**src/rtl/riscv_pkg.sv**
```systemverilog
// Shared core-wide definitions: datapath width, canonical NOP, reset vector
// and the fetch-queue entry layout.
package riscv_pkg;
  localparam int XLEN = 32;
  localparam logic [XLEN-1:0] NOP_INSTR = 32'h0000_0013;
  localparam logic [XLEN-1:0] DEFAULT_RESET_PC = 32'h0000_0000;

  typedef logic [XLEN-1:0] instr_t;

  typedef struct packed {
    logic [XLEN-1:0] pc;
    instr_t          instr;
  } fetch_entry_t;
endpackage

```
**src/rtl/sync_fifo.sv**
```systemverilog
// Single-clock FIFO with synchronous flush; DEPTH must be a power of two so
// the read/write pointers wrap naturally.
module sync_fifo #(
  parameter int WIDTH = 32,
  parameter int DEPTH = 2,
  localparam int AW = $clog2(DEPTH),
  localparam int CW = $clog2(DEPTH + 1)
) (
  input  logic             clk,
  input  logic             rst_n,
  input  logic             flush,
  input  logic             push,
  input  logic [WIDTH-1:0] wdata,
  input  logic             pop,
  output logic [WIDTH-1:0] rdata,
  output logic             full,
  output logic             empty,
  output logic [CW-1:0]    count
);
  logic [WIDTH-1:0] mem [DEPTH];
  logic [AW-1:0]    wr_ptr, rd_ptr;
  logic [CW-1:0]    cnt;
  logic             do_push, do_pop;

  assign full    = (cnt == CW'(DEPTH));
  assign empty   = (cnt == '0);
  assign count   = cnt;
  assign rdata   = mem[rd_ptr];
  assign do_pop  = pop & ~empty;
  // A push into a full FIFO is accepted only when a pop frees the slot.
  assign do_push = push & (~full | do_pop);

  always_ff @(posedge clk or negedge rst_n) begin
    if (!rst_n) begin
      wr_ptr <= '0;
      rd_ptr <= '0;
      cnt    <= '0;
    end else if (flush) begin
      wr_ptr <= '0;
      rd_ptr <= '0;
      cnt    <= '0;
    end else begin
      if (do_push) wr_ptr <= wr_ptr + AW'(1);
      if (do_pop)  rd_ptr <= rd_ptr + AW'(1);
      cnt <= cnt + CW'(do_push) - CW'(do_pop);
    end
  end

  always_ff @(posedge clk) begin
    if (do_push && !flush) mem[wr_ptr] <= wdata;
  end
endmodule

```
**src/rtl/instr_fetch.sv**
```systemverilog
// Instruction fetch: owns the PC, issues in-order word reads under a credit
// limit, pairs responses with their PCs and feeds decode from a prefetch queue.
module instr_fetch import riscv_pkg::*; #(
  parameter logic [XLEN-1:0] RESET_PC = DEFAULT_RESET_PC,
  parameter int              DEPTH    = 2
) (
  input  logic            cpu_clk,
  input  logic            cpu_rst_n,
  output logic            imem_req,
  output logic [XLEN-1:0] imem_addr,
  input  logic            imem_gnt,
  input  logic            imem_rvalid,
  input  logic [XLEN-1:0] imem_rdata,
  output instr_t          cpu_instruction,
  output logic            cpu_instruction_RDY_BSY,
  output logic [XLEN-1:0] cpu_instr_pc,
  input  logic            cpu_instr_ack,
  input  logic            redirect_valid,
  input  logic [XLEN-1:0] redirect_pc
);
  localparam int CNT_W = $clog2(2 * DEPTH + 1);
  localparam int SUM_W = CNT_W + 1;
  localparam int OCC_W = $clog2(DEPTH + 1);
  localparam logic [SUM_W-1:0] DEPTH_C     = SUM_W'(DEPTH);
  localparam logic [SUM_W-1:0] TWO_DEPTH_C = SUM_W'(2 * DEPTH);

  logic [XLEN-1:0]  pc;
  logic [CNT_W-1:0] outstanding, drop_cnt;
  logic             run_q;

  fetch_entry_t     q_wdata, q_rdata;
  logic             q_push, q_pop, q_full, q_empty;
  logic [OCC_W-1:0] q_count;
  logic [XLEN-1:0]  rp_head;
  logic             rp_full, rp_empty;
  logic [OCC_W-1:0] rp_count;

  logic             grant, rvalid_ok, resp_drop, resp_take;
  logic [SUM_W-1:0] credit_used, in_flight;

  // A pop in this cycle frees its slot for a new request, which is what
  // sustains one instruction per cycle at DEPTH=2.
  assign q_pop       = ~q_empty & cpu_instr_ack & ~redirect_valid;
  assign credit_used = SUM_W'(outstanding) + SUM_W'(q_count) - SUM_W'(q_pop);
  assign in_flight   = SUM_W'(outstanding) + SUM_W'(drop_cnt);

  assign imem_req  = run_q & ~redirect_valid & (credit_used < DEPTH_C) & (in_flight < TWO_DEPTH_C);
  assign imem_addr = pc;
  assign grant     = imem_req & imem_gnt;

  // Responses with nothing in flight are protocol errors and are ignored.
  assign rvalid_ok = imem_rvalid & ((outstanding != '0) | (drop_cnt != '0));
  assign resp_drop = rvalid_ok & (drop_cnt != '0);
  assign resp_take = rvalid_ok & (drop_cnt == '0);
  assign q_push    = resp_take & ~redirect_valid;
  assign q_wdata   = '{pc: rp_head, instr: imem_rdata};

  always_ff @(posedge cpu_clk or negedge cpu_rst_n) begin
    if (!cpu_rst_n) begin
      run_q       <= 1'b0;
      pc          <= {RESET_PC[XLEN-1:2], 2'b00};
      outstanding <= '0;
      drop_cnt    <= '0;
    end else begin
      run_q <= 1'b1;
      if (redirect_valid) begin
        // Everything still in flight becomes stale; a same-cycle response
        // retires one of them whichever counter it would have hit.
        pc          <= {redirect_pc[XLEN-1:2], 2'b00};
        drop_cnt    <= drop_cnt + outstanding - CNT_W'(rvalid_ok);
        outstanding <= '0;
      end else begin
        if (grant) pc <= pc + 32'd4;
        outstanding <= outstanding + CNT_W'(grant) - CNT_W'(resp_take);
        drop_cnt    <= drop_cnt - CNT_W'(resp_drop);
      end
    end
  end

  sync_fifo #(.WIDTH(2 * XLEN), .DEPTH(DEPTH)) u_queue (
    .clk(cpu_clk), .rst_n(cpu_rst_n), .flush(redirect_valid),
    .push(q_push), .wdata(q_wdata), .pop(q_pop), .rdata(q_rdata),
    .full(q_full), .empty(q_empty), .count(q_count)
  );

  sync_fifo #(.WIDTH(XLEN), .DEPTH(DEPTH)) u_resp_pc (
    .clk(cpu_clk), .rst_n(cpu_rst_n), .flush(redirect_valid),
    .push(grant), .wdata(pc), .pop(q_push), .rdata(rp_head),
    .full(rp_full), .empty(rp_empty), .count(rp_count)
  );

  logic unused_fifo_status;
  assign unused_fifo_status = ^{q_full, rp_full, rp_empty, rp_count};

  assign cpu_instruction_RDY_BSY = ~q_empty;
  assign cpu_instruction         = q_empty ? NOP_INSTR : q_rdata.instr;
  assign cpu_instr_pc            = q_empty ? '0 : q_rdata.pc;

  a_rvalid_expected: assert property (@(posedge cpu_clk) disable iff (!cpu_rst_n)
    imem_rvalid |-> ((outstanding != '0) || (drop_cnt != '0)));
endmodule

```
**config.mk**
```make
export PLATFORM = sky130hd
export DESIGN_NAME = instr_fetch
export DESIGN_NICKNAME = d
export VERILOG_FILES = /design/src/rtl/riscv_pkg.sv /design/src/rtl/sync_fifo.sv /design/src/rtl/instr_fetch.sv
export SDC_FILE = /design/constraint.sdc
export NUM_CORES = 1
export LEC_CHECK = 0
export ABC_AREA = 0
export CAP_MARGIN = 20
export CORE_UTILIZATION = 35
export DETAILED_ROUTE_END_ITERATION = 16
export PLACE_DENSITY = 0.54
export RECOVER_POWER = 50
export SYNTH_ARGS = -nofsm -noshare
export SYNTH_HDL_FRONTEND = slang
export SYNTH_SLANG_ARGS = --single-unit
```
**constraint.sdc**
```tcl
create_clock -name cpu_clk -period 14.77 [get_ports cpu_clk]
set_clock_uncertainty 0.15 [all_clocks]
set_input_delay 2.954 -clock cpu_clk [delete_from_list [all_inputs] [get_ports cpu_clk]]
set_output_delay 2.954 -clock cpu_clk [all_outputs]
set_load 0.1 [all_outputs]
```
Word level (Yosys, flattened, before mapping)
Memory sizes are Yosys's and may differ from the RTL's.
Index checks and enable logic that the tools add are counted.
W data, S select, Z words.
{"block": "op_classes", "addsub": 17, "n_lt_le_gt_ge": 2, "eq_ne": 2, "mux": 20, "bitwise": 22, "reduce_logical": 13}
{"cell": "$mux W32", "n": 4}
{"cell": "$add A32 B3 Y32 const B", "n": 1}
{"cell": "$and A1 B1 Y1", "n": 14}
{"cell": "$mux W1", "n": 12}
{"cell": "$reduce_bool A2 Y1", "n": 5}
{"cell": "$sub A3 B1 Y3", "n": 3}
{"cell": "$mux W3", "n": 2}
{"cell": "$reduce_bool A3 Y1", "n": 2}
{"cell": "$not A1 Y1", "n": 5}
{"cell": "$add A1 B1 Y1 const B", "n": 4}
{"cell": "$add A2 B1 Y2", "n": 2}
{"cell": "$add A3 B2 Y4", "n": 1}
{"cell": "$add A3 B3 Y4", "n": 1}
{"cell": "$eq A2 B2 Y1 const B", "n": 2}
{"cell": "$logic_not A2 Y1", "n": 2}
{"cell": "$lt A4 B2 Y1 const B", "n": 1}
{"cell": "$lt A4 B3 Y1 const B", "n": 1}
{"cell": "$mux W2", "n": 2}
{"cell": "$sub A2 B1 Y2", "n": 2}
{"cell": "$sub A4 B1 Y4", "n": 1}
{"cell": "$add A3 B1 Y3", "n": 1}
{"cell": "$add A3 B3 Y3", "n": 1}
{"cell": "$logic_not A3 Y1", "n": 1}
{"cell": "$or A1 B1 Y1", "n": 3}
{"cell": "other kinds (2)", "n": 3}
{"block": "word_totals", "ff_bits": 47, "mem_bits_rw": 192, "inputBits": 70, "out_inout_bits": 98, "word_cells": 88, "memories": 2}
{"memory": "u_queue.mem", "depth": 2, "word_bits": 64, "rd": 1, "rd_ports_with_merged_regs": 0, "wr": 1, "line_no": "sync_fifo.sv:20", "text": "logic [WIDTH-1:0] mem [DEPTH];"}
{"memory": "u_resp_pc.mem", "depth": 2, "word_bits": 32, "rd": 1, "rd_ports_with_merged_regs": 0, "wr": 1, "line_no": "sync_fifo.sv:20"}

Longest topological paths before layout
{"block": "logic_depth", "depth_word": 13, "ltp_mapped": 20, "mapped_depth_nobuf": 18}

Cells and area by module
From an unflattened synthesis, not the netlist that was laid out.
{"block": "unflattened", "hier_cells": 735, "area_unflattened_um2": 10506.3}
{"mod": "sync_fifo (u_queue)", "instances": 1, "cells_per_inst": 228, "area_each_um2": 4883.4, "seq_area_each_um2": 3943.8}
{"mod": "instr_fetch", "instances": 1, "cells_per_inst": 378, "area_each_um2": 3060.4, "seq_area_each_um2": 925.9}
{"mod": "sync_fifo (u_resp_pc)", "instances": 1, "cells_per_inst": 129, "area_each_um2": 2562.5, "seq_area_each_um2": 2021.9}

Least setup slack after synthesis
No wires, ideal clock.
{"block": "synth_path", "path_kind": "input to register", "from": "input port imem_rvalid", "to": "register u_queue.wr_ptr", "setup_ns": 0.111, "t_arrival_ns": 9.666, "t_required_ns": 14.509, "path_slack_ns": 4.843, "cell_stages": 3, "n_path_buf": 0, "path_cell_list": "nand3b_1 > nor4_1 > o21bai_1"}
{"block": "synth_via", "elab_chain_cells": 5}
{"item": "start, declared", "line_no": "instr_fetch.sv:12", "text": "input logic imem_rvalid,"}
{"item": "$and A1 B1 Y1", "line_no": "instr_fetch.sv:52", "text": "assign rvalid_ok = imem_rvalid & ((outstanding != '0) | (drop_cnt != '0));"}
{"item": "$and A1 B1 Y1", "line_no": "instr_fetch.sv:54", "text": "assign resp_take = rvalid_ok & (drop_cnt == '0);"}
{"item": "$and A1 B1 Y1", "line_no": "instr_fetch.sv:55", "text": "assign q_push = resp_take & ~redirect_valid;"}
{"item": "$and A1 B1 Y1", "line_no": "sync_fifo.sv:31", "text": "assign do_push = push & (~full | do_pop);"}
{"item": "$reduce_bool A2 Y1 (no source line)"}
{"item": "end signal, assigned", "line_no": "sync_fifo.sv:43", "text": "if (do_push) wr_ptr <= wr_ptr + AW'(1);"}
{"item": "end, declared", "line_no": "sync_fifo.sv:21", "text": "logic [AW-1:0] wr_ptr, rd_ptr;"}
No other way between the ends.
A chain may end at the register's enable or synchronous reset.

Worst setup path after layout
{"block": "layout_path", "from": "input port cpu_instr_ack", "to": "output port imem_req"}
{"block": "layout_via", "elab_chain_cells": 6}
{"item": "start, declared", "line_no": "instr_fetch.sv:17", "text": "input logic cpu_instr_ack,"}
{"item": "$and A1 B1 Y1 (2 in a row)", "line_no": "instr_fetch.sv:43", "text": "assign q_pop = ~q_empty & cpu_instr_ack & ~redirect_valid;"}
{"item": "$sub A4 B1 Y4", "line_no": "instr_fetch.sv:44", "text": "assign credit_used = SUM_W'(outstanding) + SUM_W'(q_count) - SUM_W'(q_pop);"}
{"item": "$lt A4 B2 Y1", "line_no": "instr_fetch.sv:47", "text": "assign imem_req = run_q & ~redirect_valid & (credit_used < DEPTH_C) & (in_flight < TWO_DEPTH_C);"}
{"item": "$and A1 B1 Y1 (2 in a row)", "line_no": "instr_fetch.sv:47"}
{"item": "end, declared", "line_no": "instr_fetch.sv:9", "text": "output logic imem_req,"}
No other way between the ends.

==> results_dict.tcl <==
set metrics [dict create \
    yosys.cell_types.count 48 \
    crit_type "in -> out" \
    violations "capacitance limit, slew limit" \
    critPathLaunchType "input pin" \
    cp.required_ps 11670 \
    ys_ff_latch 229 \
    clock_path_buffers 3 \
    initial_core_util_pct 35.9 \
    post-place-ws_ps 5200 \
    first_pass_iters 4 \
    final_common_cell "edfxtp_1" \
    clk-insertion-delay-late_ps 510 \
    first_global_vias 6397 \
    drv_cap 2 \
    wirelength_um 21400 \
    antenna_found_initial 0 \
    critical_path_buf_inv_count 2 \
    die_y_um 169 \
    slew_violations 98 \
    fin_tns_setup_ps 0 \
    yosysTopAreaCell "edfxtp_1" \
    io-pin-count 168 \
    cp.arrival_ps 6550 \
    drc 0 \
    finalCritPeriodShare_pct 65.4 \
    yosysTopAreaCellShare_pct 56.6 \
    io_buffers 161 \
    syn_area_um2 9760 \
    cts.sinks 229 \
    setup_viol 0 \
    ctsHoldBuffers 0 \
    num_vias 6064 \
    grt_usage_pct 15.1 \
    critPathMaxStageDelay_ps 1140 \
    rsz0062_at_grt "false" \
    synth_enable_flop_cells 184 \
    layout_common_cells "184 x edfxtp_1, 125 x clkdlybuf4s50_1, 75 x nor2_1, 65 x mux2i_1, 44 x dfrtp_1" \
    hold_path.class "reg -> reg" \
    p_per_area_nw_per_um2 134 \
    die_w_um 169 \
    grt-ovfl-total 0 \
    rows 60 \
    cts.htree.levels 1 \
    nNetsFinal 928 \
    drive_above_1_share_pct 7.48 \
    ir_drop_v 0.0000730 \
    ys_seq_area_share_pct 68.1 \
    routed_via_density 4.94 \
    gp_congestion 0.776 \
    die_area_um2 28600 \
    grt_pass1_wl_um 33900 \
    synthArstFlopShare_pct 19.7 \
    critPathMaxFanout 3 \
    crit_slowest_cell "clkdlybuf4s50_1" \
    synth_area_per_cell_um2 14.6 \
    yosys-top-cells-area "edfxtp_1 57%, dfrtp_1 12%, mux2i_1 6.7%, mux2_2 3.5%, nor2_1 3.0%" \
    wl_per_cell_um 17.4 \
    synthCells 670 \
    core_area_um2 27200 \
    dp_hpwl_um 13800 \
    worstPathCellList "dlygate4sd3_1 -> nand2_1 -> nor2_1 -> ha_1 -> nand2b_1 -> fa_1 -> nor4bb_1 -> and4_1 -> and3_1 -> clkdlybuf4s50_1" \
    cts_buffers 25 \
    clock.fmax_mhz 104 \
    outcome "finished, violations left" \
    period_needed_ps 9660 \
    drt_iter0_drc 326 \
    total_power_w 0.00169 \
    setup_ws_ps 5110 \
    p_leak_nw 4.38 \
    postRouteAntennaNets 0 \
    cp_top_family "buffers and inverters" \
    timing.slew.headroom_pct -149 \
    cts_root_buffer "clkbuf_16" \
    final-hold-violation-count 0 \
    cts.repair.resized 0 \
    yosys_warnings 0 \
    grt_max_degree 64 \
    area_growth_pct 29.4 \
    tightest_slew_ps 3740 \
    cts_tree "yes" \
    synthFlopType "edfxtp_1" \
    endpoint_kind "primary output" \
    antennaDiodeCount 0 \
    postCtsSetupRepairBufs 0 \
    clkTransAtPathRegs_ps 60 \
]
==> worst reg2reg max path: stages, from the launching register on <==
cell and delay, ps:
dfrtp_1 410, nor2_4 100, buf_4 520, inv_1 310, nand2_1 220, nor2_1 60
ha_1 310, nand2b_1 160, fa_1 490, nor4bb_1 280, and4_1 280, and4_1 510
buf_8 240, inv_2 280, ha_1 390, inv_1 50, ha_1 130, inv_1 50
fa_1 370, xnor2_1 170, nor2_1 60
==> state kept, by name, indices dropped and copies added (netlist names) <==
register and flops:
u_queue.mem 124, u_resp_pc.wr_ptr 1, u_queue.wr_ptr 1, drop_cnt 3, run_q 1, imem_addr 30, u_resp_pc.mem 60, u_queue.rd_ptr 1
u_resp_pc.rd_ptr 1, u_queue.count 2, outstanding 3, u_resp_pc.count 2
==> per-layer routing <==
layer | routed length [um] | share of wire, % | vias up | GRT usage, %
met5 | 0 | 0 | - | 0
met4 | 385 | 1.8 | 0 | 4.78
met3 | 1170 | 5.5 | 28 | 2.78
met2 | 10400 | 49 | 198 | 25.9
met1 | 9450 | 44 | 2985 | 19.2
li1 | - | - | 2853 | -
==> metrics by stage <==
stage	hold WS [ps]	instance area, um2	cells	util, %
CTS	348	12600	1226	46.5
detailed placement	340	11800	1180	43.3
floorplan	297	9770	673	-
finish	342	12600	1228	46.5
global placement	330	11800	1180	43.3
global route	383	12600	1228	46.5
==> worst paths after layout <==
path / from / endpoint / slack (ps) / cells after the start
min in group asynchronous: cpu_rst_n / imem_addr[11] / 2330 / 1
setup reg to reg: u_queue.count[0] / outstanding[2] / 9070 / 20
hold reg to reg: u_resp_pc.wr_ptr / u_resp_pc.wr_ptr / 340 / 1
hold / removal: u_resp_pc.wr_ptr / u_resp_pc.wr_ptr / 340 / 1
max in group asynchronous: cpu_rst_n / u_queue.rd_ptr / 9660 / 2
setup / recovery: cpu_instr_ack / imem_req / 5110 / 10
==> report_power, final <==
| group | total [W] | internal, W | leakage (nW) | switching, W |
|---|---|---|---|---|
| registers | 0.000769 | 0.000732 | 2.22 | 0.0000370 |
| clock network | 0.000640 | 0.000397 | 0.412 | 0.000243 |
| logic | 0.000280 | 0.0000871 | 1.75 | 0.000193 |
| total | 0.00169 | 0.00122 | 4.38 | 0.000473 |
==> cell type report <==
cell class,count,area [um2]
inverters,24,90.1
clock buffers,28,637
flip-flops and latches,229,6660
multi-input cells,385,2890
well taps,372,465
repair buffers,172,1680
clock inverters,18,216
fillers,2504,14500
==> synth_stat cells, types with 10 or more instances <==
cell type / n
edfxtp_1: 184
nand3_1: 12
nor3_1: 26
mux2i_1: 65
inv_1: 23
a221o_1: 25
nand2_1: 17
ha_1: 18
nor2_1: 78
mux2_2: 30
a21o_1: 21
clkbuf_1: 16
buf_1: 10
nand4_1: 12
dfrtp_1: 45
==> kinds of logic (layout without fill, tap and decap cells) <==
logic type / after synthesis / after routing / share of synthesized area [%]
buffers and inverters: 59 / 242 / 2.58
adders and majority gates: 21 / 21 / 2.92
xor gates and xnor gates: 11 / 11 / 0.987
DFF: 229 / 229 / 68.1
AOI/OAI and AO/OA: 69 / 69 / 5.70
other: 2 / 5 / 0.0769
muxes: 95 / 95 / 10.1
and+or+nand+nor: 184 / 184 / 9.46
Power figures use the tool's default switching activity.
